## config.mk

```make
export PLATFORM = sky130hd
export DESIGN_NAME = dummy_arbiter
export DESIGN_NICKNAME = d
export VERILOG_FILES = /design/src/rtl/dummy_arbiter.sv
export SDC_FILE = /design/constraint.sdc
export NUM_CORES = 1
export LEC_CHECK = 0
export ABC_AREA = 1
export CORE_AREA = 5 5 165 167
export CTS_BUF_LIST = sky130_fd_sc_hd__clkbuf_16
export CTS_CLUSTER_DIAMETER = 40
export CTS_CLUSTER_SIZE = 8
export DETAILED_ROUTE_END_ITERATION = 10
export DIE_AREA = 0 0 170 172
export PLACE_DENSITY = 0.64
export SLEW_MARGIN = 5
export SYNTH_ARGS = -nofsm -noshare
export SYNTH_HDL_FRONTEND = slang
export SYNTH_SLANG_ARGS = --single-unit
```

## constraint.sdc

```tcl
create_clock -name clk_i -period 8 [get_ports clk_i]
set_input_delay 1.6 -clock clk_i [delete_from_list [all_inputs] [get_ports clk_i]]
set_output_delay 1.6 -clock clk_i [all_outputs]
set_load 0.005 [all_outputs]
```

## src/rtl/dummy_arbiter.sv

```systemverilog
// Round-robin issue arbiter in front of a single shared dummy coprocessor.
// Routes tagged results back to their originators and tracks per-requester in-flight work.
package dummy_pkg;
    typedef struct packed {
        logic [1:0] op;
        logic       comb_mode;
    } coproc_ctl_t;
endpackage

module dummy_arbiter #(
    parameter int NUM_REQ         = 4,
    parameter int DATA_WIDTH      = 32,
    parameter int MAX_OUTSTANDING = 8
) (
    input  logic                                    clk_i,
    input  logic                                    rst_i,
    input  logic                                    flush_i,
    input  logic [NUM_REQ-1:0]                      req_valid_i,
    output logic [NUM_REQ-1:0]                      req_ready_o,
    input  dummy_pkg::coproc_ctl_t [NUM_REQ-1:0]    req_ctl_i,
    input  logic [NUM_REQ*DATA_WIDTH-1:0]           req_rs1_i,
    input  logic [NUM_REQ*DATA_WIDTH-1:0]           req_rs2_i,
    output logic [NUM_REQ-1:0]                      rsp_valid_o,
    input  logic [NUM_REQ-1:0]                      rsp_ready_i,
    output logic [DATA_WIDTH-1:0]                   rsp_rd_o,
    output logic                                    cp_flush_o,
    output logic                                    cp_valid_o,
    input  logic                                    cp_ready_i,
    output dummy_pkg::coproc_ctl_t                  cp_ctl_o,
    output logic [$clog2(NUM_REQ)-1:0]              cp_tag_o,
    output logic [DATA_WIDTH-1:0]                   cp_rs1_o,
    output logic [DATA_WIDTH-1:0]                   cp_rs2_o,
    input  logic                                    cp_valid_i,
    output logic                                    cp_ready_o,
    input  logic [$clog2(NUM_REQ)-1:0]              cp_tag_i,
    input  logic [DATA_WIDTH-1:0]                   cp_rd_i,
    output logic                                    busy_o,
    output logic                                    err_o
);
    localparam int IdW  = $clog2(NUM_REQ);
    localparam int CntW = $clog2(MAX_OUTSTANDING + 1);
    localparam int NPad = 1 << IdW;

    logic [IdW-1:0]  rr_ptr_r;
    logic [IdW-1:0]  lock_idx_r;
    logic            lock_r;
    logic            err_r;
    logic [CntW-1:0] cnt_r      [NUM_REQ];
    logic [CntW-1:0] cnt_next_s [NUM_REQ];

    logic [IdW-1:0]  grant_s;
    logic [NPad-1:0] eligible_s;
    logic [NPad-1:0] req_valid_pad_s;
    logic [NPad-1:0] rsp_ready_pad_s;
    logic            any_elig_s;
    logic            issue_hs_s;
    logic            rsp_hs_s;
    logic            tag_ok_s;
    logic            err_next_s;
    logic [NUM_REQ-1:0] inc_s;
    logic [NUM_REQ-1:0] dec_s;

    // Index increment that wraps at NUM_REQ (which need not be a power of two).
    function automatic logic [IdW-1:0] wrap_inc(input logic [IdW-1:0] idx);
        if (32'(idx) == NUM_REQ - 1) begin
            return {IdW{1'b0}};
        end else begin
            return idx + IdW'(1);
        end
    endfunction

    // Eligibility and round-robin search; a held lock overrides the search result.
    always_comb begin : grant_search
        logic [IdW-1:0] idx_v;
        eligible_s      = {NPad{1'b0}};
        req_valid_pad_s = NPad'(req_valid_i);
        for (int i = 0; i < NUM_REQ; i++) begin
            eligible_s[i] = req_valid_i[i] && (32'(cnt_r[i]) < MAX_OUTSTANDING);
        end
        any_elig_s = 1'b0;
        grant_s    = rr_ptr_r;
        idx_v      = rr_ptr_r;
        for (int k = 0; k < NUM_REQ; k++) begin
            if (!any_elig_s && eligible_s[idx_v]) begin
                any_elig_s = 1'b1;
                grant_s    = idx_v;
            end else begin
                any_elig_s = any_elig_s;
            end
            idx_v = wrap_inc(idx_v);
        end
        if (lock_r) begin
            grant_s    = lock_idx_r;
            cp_valid_o = req_valid_pad_s[lock_idx_r];
        end else begin
            cp_valid_o = any_elig_s;
        end
    end

    // Issue-side muxing of the granted requester onto the coprocessor input.
    always_comb begin
        cp_ctl_o   = req_ctl_i[grant_s];
        cp_tag_o   = grant_s;
        cp_rs1_o   = req_rs1_i[int'(grant_s)*DATA_WIDTH +: DATA_WIDTH];
        cp_rs2_o   = req_rs2_i[int'(grant_s)*DATA_WIDTH +: DATA_WIDTH];
        issue_hs_s = cp_valid_o && cp_ready_i;
        for (int i = 0; i < NUM_REQ; i++) begin
            req_ready_o[i] = cp_ready_i && cp_valid_o && (grant_s == IdW'(i));
        end
    end

    // Result routing by returned tag; out-of-range tags are accepted and dropped.
    always_comb begin
        rsp_ready_pad_s = NPad'(rsp_ready_i);
        tag_ok_s        = (32'(cp_tag_i) < NUM_REQ);
        rsp_rd_o        = cp_rd_i;
        cp_flush_o      = flush_i;
        if (tag_ok_s) begin
            cp_ready_o = rsp_ready_pad_s[cp_tag_i];
        end else begin
            cp_ready_o = 1'b1;
        end
        for (int i = 0; i < NUM_REQ; i++) begin
            rsp_valid_o[i] = cp_valid_i && tag_ok_s && (cp_tag_i == IdW'(i));
        end
        rsp_hs_s = cp_valid_i && cp_ready_o;
    end

    // Outstanding-counter next state; simultaneous issue and return cancel out.
    always_comb begin
        err_next_s = rsp_hs_s && !tag_ok_s;
        for (int i = 0; i < NUM_REQ; i++) begin
            inc_s[i]      = issue_hs_s && (grant_s == IdW'(i));
            dec_s[i]      = rsp_hs_s && tag_ok_s && (cp_tag_i == IdW'(i));
            cnt_next_s[i] = cnt_r[i];
            if (inc_s[i] && !dec_s[i]) begin
                cnt_next_s[i] = cnt_r[i] + CntW'(1);
            end else if (dec_s[i] && !inc_s[i]) begin
                if (cnt_r[i] == {CntW{1'b0}}) begin
                    err_next_s = 1'b1;
                end else begin
                    cnt_next_s[i] = cnt_r[i] - CntW'(1);
                end
            end else begin
                cnt_next_s[i] = cnt_r[i];
            end
        end
    end

    // State registers; reset and flush both return everything to idle.
    always_ff @(posedge clk_i) begin
        if (rst_i || flush_i) begin
            rr_ptr_r   <= {IdW{1'b0}};
            lock_idx_r <= {IdW{1'b0}};
            lock_r     <= 1'b0;
            err_r      <= 1'b0;
            for (int i = 0; i < NUM_REQ; i++) begin
                cnt_r[i] <= {CntW{1'b0}};
            end
        end else begin
            err_r <= err_next_s;
            for (int i = 0; i < NUM_REQ; i++) begin
                cnt_r[i] <= cnt_next_s[i];
            end
            if (issue_hs_s) begin
                rr_ptr_r <= wrap_inc(grant_s);
                lock_r   <= 1'b0;
            end else if (cp_valid_o) begin
                lock_r     <= 1'b1;
                lock_idx_r <= grant_s;
            end else begin
                lock_r <= lock_r;
            end
        end
    end

    // Busy flag straight from the counter registers.
    always_comb begin
        busy_o = 1'b0;
        for (int i = 0; i < NUM_REQ; i++) begin
            busy_o = busy_o | (cnt_r[i] != {CntW{1'b0}});
        end
        err_o = err_r;
    end
endmodule

```

# After elaboration in Yosys (flattened, before gate mapping)
# Memories as Yosys holds them, arrays and structs flattened.
# Cells that the tools add are included.
dict set report word_totals {
  ff_bits 6
  ram_bits 16
  inputBits 315
  out_inout_bits 114
  wordCells 158
  n_memories 1
}
# memory words word_bits read_ports rd_ports_with_merged_regs wr line_no
set memory_table {}
lappend memory_table {cnt_r 4 4 4 0 4 48} ;# logic [CntW-1:0] cnt_r [NUM_REQ];
dict set report classes {
  addsub 12
  n_lt_le_gt_ge 11
  n_eq_ne 9
  shift 2
  muxes 58
  bitwise_logic 8
  n_reduce_logical 53
}
# cell n
set op_table {}
lappend op_table {{indexed part select 128 x 8 -> 32 bit} 2}
lappend op_table {{2-to-1 mux 4 bit} 16}
lappend op_table {{logical AND 1 bit} 29}
lappend op_table {{2-to-1 mux 1 bit} 26}
lappend op_table {{less-than comparator 2 x 3 -> 1 bit (second input constant)} 7}
lappend op_table {{adder 4 x 1 -> 4 bit (second input constant)} 4}
lappend op_table {{logical NOT 4 bit} 4}
lappend op_table {{less-than comparator 4 bit (second input constant)} 4}
lappend op_table {{2-to-1 mux 2 bit} 8}
lappend op_table {{nonzero test 4 bit} 4}
lappend op_table {{subtractor 4 x 1 -> 4 bit (second input constant)} 4}
lappend op_table {{== test 2 bit (second input constant)} 7}
lappend op_table {{binary-select mux 1 bit (select 2 bit)} 6}
lappend op_table {{logical NOT 1 bit} 11}
lappend op_table {{adder 2 x 1 -> 2 bit (second input constant)} 4}
lappend op_table {{OR 1 bit} 7}
lappend op_table {{binary-select mux 3 bit (select 2 bit)} 1}
lappend op_table {{== test 2 x 1 -> 1 bit (second input constant)} 2}
lappend op_table {{logical NOT 2 bit} 2}
lappend op_table {{2-to-1 mux 3 bit} 1}
lappend op_table {{AND reduction 2 bit} 1}
lappend op_table {{OR reduction 2 bit} 1}
lappend op_table {{logical OR 1 bit} 1}
lappend op_table {{inverter 1 bit} 1}

# Depth between registers and ports, before layout
# Gate-level depths: netlist of the first run.
# An unclocked memory read counts as a cell.
dict set report logic_depth {
  word_depth 31
  depth_mapped 28
  mapped_depth_nobuf 26
}

# Worst setup path before layout of the first run
# Ideal clock, no wire load.
dict set report synth_path {
  kind {in2out}
  startpoint {in req_valid_i[3]}
  endpoint {out req_ready_o[3]}
  arrival_time_ns 3.111
  setup_slack_ns 3.289
  stages 15
  path_buffers 2
  cell_sequence {nand2_1 -> nand2_1 -> nand3_2 -> nand2_4 -> nor2_4 -> nand2_1 -> nand2_1 -> nand3_1 -> nand2_2 -> nand2_2 -> buf_6 -> buf_4 -> ha_1 -> nand4_1 -> inv_1}
}
dict set report synth_via {
  elab_chain_cells 16
}
# element line_no
set synth_lines {}
lappend synth_lines {{start: declaration} 18} ;# input logic [NUM_REQ-1:0] req_valid_i,
lappend synth_lines {{logical AND 1 bit *} 78} ;# eligible_s[i] = req_valid_i[i] && (32'(cnt_r[i]) < MAX_OUTSTANDING);
lappend synth_lines {{binary-select mux 1 bit (select 2 bit)} 84} ;# if (!any_elig_s && eligible_s[idx_v]) begin
lappend synth_lines {{2-to-1 mux 1 bit (not written as such)} 84}
lappend synth_lines {{2-to-1 mux 1 bit} 84}
lappend synth_lines {{logical NOT 1 bit} 84}
lappend synth_lines {{logical AND 1 bit} 84}
lappend synth_lines {{2-to-1 mux 1 bit} 84}
lappend synth_lines {{logical NOT 1 bit} 84}
lappend synth_lines {{logical AND 1 bit} 84}
lappend synth_lines {{2-to-1 mux 1 bit} 84}
lappend synth_lines {{logical NOT 1 bit} 84}
lappend synth_lines {{logical AND 1 bit} 84}
lappend synth_lines {{2-to-1 mux 2 bit *} 84}
lappend synth_lines {{2-to-1 mux 2 bit *} 92} ;# if (lock_r) begin
lappend synth_lines {{via cp_tag_o[0]} 30} ;# output logic [$clog2(NUM_REQ)-1:0] cp_tag_o,
lappend synth_lines {{== test 2 bit *} 108} ;# req_ready_o[i] = cp_ready_i && cp_valid_o && (grant_s == IdW'(i));
lappend synth_lines {{logical AND 1 bit *} 108}
lappend synth_lines {{end: declaration} 19} ;# output logic [NUM_REQ-1:0] req_ready_o,
# Mark *: on every way through the listed nets, which the timed path passes. The rest lies on a longest branch. The select of a mux whose other input is x is not followed.

# Worst setup path after layout of the first run
dict set report layout_path {
  startpoint {in req_valid_i[0]}
  endpoint {out cp_rs2_o[29]}
}
dict set report layout_via {
  elab_chain_cells 15
}
# element line_no
set layout_lines {}
lappend layout_lines {{logical AND 1 bit *} 78}
lappend layout_lines {{binary-select mux 1 bit (select 2 bit)} 84}
lappend layout_lines {{2-to-1 mux 1 bit (not written as such)} 84}
lappend layout_lines {{2-to-1 mux 1 bit} 84}
lappend layout_lines {{logical NOT 1 bit} 84}
lappend layout_lines {{logical AND 1 bit} 84}
lappend layout_lines {{2-to-1 mux 1 bit} 84}
lappend layout_lines {{logical NOT 1 bit} 84}
lappend layout_lines {{logical AND 1 bit} 84}
lappend layout_lines {{2-to-1 mux 1 bit} 84}
lappend layout_lines {{logical NOT 1 bit} 84}
lappend layout_lines {{logical AND 1 bit} 84}
lappend layout_lines {{2-to-1 mux 2 bit *} 84}
lappend layout_lines {{2-to-1 mux 2 bit *} 92}
lappend layout_lines {{indexed part select 128 x 8 -> 32 bit *} 105} ;# cp_rs2_o = req_rs2_i[int'(grant_s)*DATA_WIDTH +: DATA_WIDTH];
lappend layout_lines {{end: declaration} 32} ;# output logic [DATA_WIDTH-1:0] cp_rs2_o,
# Mark *: on every way between the ends. The rest lies on a longest branch, timed or not. The select of a mux whose other input is x is not followed.

==> impl_metrics.tcl, run 1 <==
set metrics [dict create \
    synth_top_area_frac 0.2685 \
    maxCapViolations 0 \
    hold_violations 0 \
    min_path_cells 2 \
    num_rows 59 \
    fin_cells 1720 \
    firstDrtPassIters 5 \
    wirelength_um 24920 \
    grt_first_pass_wirelength_um 36890 \
    cts_resized 0 \
    hold_path_class "flop to flop" \
    place.port_buffers 364 \
    synth_area_leaders "nand3_1 27%, inv_1 21%, nand2_1 17%" \
    power_density_nw_per_um2 192.2 \
    crit_fanout 80 \
    r2r_end "cnt_r[3][3]" \
    routabilityCongestion 0.8840 \
    avgViaCountPerCell 4.356 \
    fin_tns_setup_ns 0 \
    synth_flop_cell "dfxtp_1" \
    numClockSinks 22 \
    worstMarginPinSlew_ns 0.9864 \
    coreArea_um2 25620 \
    post-route-min-period_ns 6.632 \
    grt_overflow 0 \
    mappedNetlistArea_um2 5499 \
    ys_seq_area_frac 0.08009 \
    worstSetupStartpointType "input pin" \
    drc 0 \
    synthCells 1100 \
    yosysMostFrequentCell "inv_1" \
    antenna_found_initial 0 \
    finalMaxSlewViolations 0 \
    hold_end "cnt_r[1][2]" \
    cts_buffers 3 \
    diodes 0 \
    slowest_delay_ns 0.53 \
    clk_pin_slew_worst_paths_ns 0.06 \
    synthTopCellsByCount "309 x inv_1, 295 x nand3_1, 256 x nand2_1" \
    rsz0062_at_grt "false" \
    slew_headroom 0.3399 \
    yosys_register_bits 22 \
    hold_start "cnt_r[1][2]" \
    skew_ns 0.002890 \
    dp_cells 1716 \
    cpMaxStageDelayCell "clkdlybuf4s50_1" \
    synth_nets 1440 \
    rr_worst_depth 24 \
    drive_above_1_share 0.01949 \
    syn2layout_area_growth_pct 67.85 \
    root_buffer "clkbuf_16" \
    r2r-start "rr_ptr_r[0]" \
    fin_area_um2 9230 \
    dp.final_hpwl_um 20180 \
    synth_top_cell_by_area "nand3_1" \
    critical_path.startpoint "req_valid_i[0]" \
    cpMostUsedCell "nand2_1" \
    ios 429 \
    ant_nets 0 \
    regToRegSetupSlack_ns 3.46 \
    hold_buffers 0 \
    whs_ns 0.5171 \
    grt_pass1_vias 7012 \
    ys_types 32 \
    cp.required_ns 6.40 \
    fill_cells 2840 \
    vias 7492 \
    track_usage 0.1532 \
    max_freq_ghz 0.1508 \
    dieHeight_um 172 \
    max-vdd-ir-drop_uv 131.6 \
    fin_ws_ns 1.368 \
    arrival_ns 5.03 \
    final_nets 1726 \
    synth_edf_count 0 \
    syn_avg_cell_area_um2 4.999 \
    placed_area_um2 9125 \
    initial_core_util 0.2147 \
    postCtsSetupRepairBufs 0 \
    cts_buffer_depth 2 \
    dieWidth_um 170 \
    dr.first_iter.drc_count 390 \
    period_share 0.8290 \
    path_cells "clkdlybuf4s50_1 -> nand2_1 -> nand2_1 -> nand2_1 -> nand2_1 -> nand2_1 -> inv_1 -> nand2_1 -> nand2_1 -> nand3_1 -> nand2_4 -> nand2_4 -> buf_12 -> nand2_1 -> nand3_1 -> nand2_1 -> clkdlybuf4s50_1" \
    synthArstFlopShare 0 \
    grt_max_degree 92 \
    crit_type "input pin to output port" \
    critPathCaptureType "output port" \
    place_ws_ns 1.394 \
    status "completed" \
    die_area_um2 29240 \
    power.leakage_nw 5.052 \
    setup_viol 0 \
    clock_latency_ns 0.25 \
    wire_per_inst_um 14.49 \
    ys_warn_count 0 \
    cts_tree "built" \
    htree_levels 1 \
]
==> cell type report <==
type | instances | area [um2] | area share
Tap cell | 335 | 419.2 | 0.04541
Sequential cell | 22 | 440.4 | 0.04772
Inverter | 312 | 1171 | 0.1269
Timing Repair Buffer | 372 | 3716 | 0.4026
Clock inverter | 1 | 30.03 | 0.003253
Clock buffer | 3 | 75.07 | 0.008133
Multi-Input combinational cell | 675 | 3378 | 0.3660
==> sequential cells by signal, indices dropped and copies added, names as in the netlist <==
register / cells
rr_ptr_r: 2
err_o: 1
cnt_r: 16
lock_r: 1
lock_idx_r: 2
==> layer usage <==
metal	track usage	wire length (um)	vias up
met4	0.03507	653	0
met2	0.2717	12110	339
li1	-	-	3868
met3	0.03955	2311	44
met1	0.1867	9842	3241
met5	0	0	-
==> how the worst max path moves through the flow <==
stage,to,slack [ns],cells past startpoint
2_1_floorplan,req_ready_o[3],3.29,15
6_report,cp_rs2_o[29],1.37,17
3_3_place_gp,cp_rs2_o[29],1.41,17
5_1_grt,cp_rs2_o[29],1.05,17
3_5_place_dp,cp_rs2_o[29],1.39,16
4_1_cts,cp_rs2_o[29],1.38,17
==> per-stage QoR <==
stage | utilization | power, mW
6_report | 0.3603 | 1.774
2_1_floorplan | - | 0.8926
4_1_cts | 0.3603 | 1.797
3_5_place_dp | 0.3562 | 1.645
5_1_grt | 0.3603 | 1.940
3_3_place_gp | 0.3562 | 1.644
==> worst max-delay path, delay by kind of cell <==
kind / cells / cell delay (ns)
buffers and inverters: 4 / 1.53
and+or+nand+nor: 13 / 1.81
==> report_power, final <==
part           total [mW]  internal, mW  leakage (nW)  switching (mW)
logic                1.51         0.740          4.82           0.773
registers           0.122         0.115         0.178         0.00678
clock network       0.140        0.0993        0.0511          0.0403
total                1.77         0.954          5.05           0.820
==> cell families (layout without fill, tap and decap cells) <==
group | count (synthesis) | count (layout) | synth area share
adders and majority gates | 25 | 25 | 0.06234
AOI/OAI and AO/OA | 54 | 54 | 0.05734
xor gates and xnor gates | 4 | 4 | 0.006370
and+or+nand+nor | 592 | 592 | 0.4837
DFF | 22 | 22 | 0.08009
buffers and inverters | 403 | 688 | 0.3101
==> placed cells by master (no fill, tap or decap), drive strengths merged <==
master and count:
fa 4, a21o 4, nor3 4, o21a 1, a41oi 1, a211oi 4, nor2 22, clkbuf 3
clkdlybuf4s50 364, ha 21, dfxtp 22, o21ai 22, nand3 298, inv 312, nor4 4, bufinv 1
xnor2 4, nand4 4, nand2 260, a21oi 21, buf 8, o221ai 1
(Power assumes the default switching activity.)
==> inputs of run 2 (changes only) <==
CORE_AREA = 5 5 166 168   (was 5 5 165 167)
DIE_AREA = 0 0 171 173   (was 0 0 170 172)
PLACE_DENSITY = 0.66   (was 0.64)
clock period = 5.7 ns   (was 8 ns; I/O delays follow)
==> impl_metrics.tcl, run 2 (synthesis gave the netlist of run 1 again) <==
set metrics [dict create \
    drc 0 \
    worstMarginPinSlew_ns 1.006 \
    hold_end "cnt_r[0][2]" \
    cp_top_family "buffers and inverters" \
    max_freq_ghz 0.1962 \
    wirelength_um 24940 \
    p_seq_frac 0.069 \
    wire_per_inst_um 14.49 \
    worstSetupStartpointType "input pin" \
    place.port_buffers 364 \
    largest_register_ffs 16 \
    setup_viol 0 \
    initial_core_util 0.2134 \
    cts_buffer_depth 2 \
    hold_buffers 0 \
    avgViaCountPerCell 4.321 \
    status "completed" \
    whs_ns 0.5168 \
    slew_headroom 0.3269 \
    syn2layout_area_growth_pct 68.03 \
    routabilityCongestion 0.8660 \
    cts_tree "built" \
    diodes 0 \
    num_rows 59 \
    crit_type "input pin to output port" \
    period_share 0.8942 \
    regToRegSetupSlack_ns 1.50 \
    grt_max_degree 81 \
    antenna_found_initial 2 \
    die_area_um2 29580 \
    finalMaxSlewViolations 0 \
    root_buffer "clkbuf_16" \
    r2r-start "rr_ptr_r[0]" \
    track_usage 0.1577 \
    grt_overflow 0 \
    dieWidth_um 171 \
    power.leakage_nw 5.055 \
    hold_violations 0 \
    final_nets 1728 \
    crit_fanout 27 \
    post-route-min-period_ns 5.097 \
    min_path_cells 2 \
    fill_cells 2864 \
    critPathBufInv 5 \
    cpMaxStageDelayCell "clkdlybuf4s50_1" \
    mostFrequentLayoutCells "364 x clkdlybuf4s50_1, 309 x inv_1, 295 x nand3_1" \
    pwr-share-comb 0.871 \
    top_register "cnt_r" \
    critPathCaptureType "output port" \
    max-vdd-ir-drop_uv 174.2 \
    path_cells "clkdlybuf4s50_1 -> nand2_1 -> nand2_1 -> nand3_2 -> nand2_4 -> nor2_4 -> nand2_1 -> o21ai_1 -> inv_2 -> a21oi_4 -> buf_4 -> ha_1 -> nand4_1 -> inv_1 -> clkdlybuf4s50_1" \
    clk_pin_slew_worst_paths_ns 0.06 \
    final_common_cell "clkdlybuf4s50_1" \
    cts_buffers 3 \
    htree_levels 1 \
    firstDrtPassIters 5 \
    cp.required_ns 4.56 \
    vias 7436 \
    rsz0062_at_grt "false" \
    cts_resized 0 \
    hold_start "cnt_r[0][2]" \
    internal-power_mw 1.315 \
    grt_pass1_vias 7155 \
    ant_nets 0 \
    dieHeight_um 173 \
    power_density_nw_per_um2 266.0 \
    arrival_ns 3.96 \
    clock_latency_ns 0.25 \
    slowest_delay_ns 0.51 \
    postCtsSetupRepairBufs 0 \
    pwr-share-clk 0.059 \
    r2r_end "cnt_r[0][3]" \
    rr_worst_depth 26 \
    hold_path_class "flop to flop" \
    skew_ns 0.001314 \
    coreArea_um2 25760 \
    numClockSinks 22 \
    switching_share 0.4649 \
    dp.final_hpwl_um 20360 \
    ios 429 \
    dr.first_iter.drc_count 301 \
    fin_tns_setup_ns 0 \
    drive_above_1_share 0.02020 \
    cpMostUsedCell "nand2_1" \
    largestRegisters "cnt_r (16), lock_idx_r (2), rr_ptr_r (2)" \
    switchingPower_mw 1.142 \
    grt_first_pass_wirelength_um 38350 \
    maxCapViolations 0 \
]
-- run 2: worst min-delay path, cell delays in order (launching register included) --
cell and delay, ns:
dfxtp_1 0.32, nor2_1 0.10, a211oi_1 0.04
-- run 2: layer usage --
layer | global-route usage | wire (um)
met2 | 0.2817 | 12300
met4 | 0.02509 | 333
met5 | 0 | 34
met3 | 0.04840 | 2405
met1 | 0.1879 | 9865
-- run 2: layout make-up --
class,count,area (um2),share of cell area
clock buffer,3,75.07,0.008125
inverter,312,1171,0.1267
multi-input combinational,675,3378,0.3656
sequential,22,440.4,0.04766
tap,335,419.2,0.04536
timing repair buffer,374,3756,0.4065
-- run 2: how the worst max path moves through the flow --
| stage | from | end | cells after the start |
|---|---|---|---|
| detailed placement | req_valid_i[3] | req_ready_o[3] | 15 |
| CTS | req_valid_i[3] | req_ready_o[3] | 15 |
| global placement | req_valid_i[3] | req_ready_o[3] | 15 |
| global route | req_valid_i[0] | req_ready_o[3] | 16 |
| finish | req_valid_i[3] | req_ready_o[3] | 15 |
| floorplan | req_valid_i[3] | cnt_r[3][3] | 24 |
-- run 2: power groups by stage --
stage | registers (mW) | logic, mW | clock network (mW)
after detailed placement | 0.173 | 2.16 | 0
final | 0.170 | 2.14 | 0.146
after global placement | 0.173 | 2.16 | 0
after floorplan | 0.171 | 1.08 | 0
after global routing | 0.171 | 2.39 | 0.159
after CTS | 0.170 | 2.17 | 0.150
-- run 2: metrics by stage --
stage | total power, mW | util | std cells | instance area (um2) | setup slack, ns
floorplan | 1.253 | - | 1100 | 5499 | 1.742
global placement | 2.329 | 0.3557 | 1718 | 9165 | 0.6452
detailed placement | 2.335 | 0.3557 | 1718 | 9165 | 0.5967
CTS | 2.494 | 0.3587 | 1721 | 9240 | 0.5824
global route | 2.716 | 0.3587 | 1721 | 9240 | 0.3651
finish | 2.457 | 0.3587 | 1721 | 9240 | 0.6029
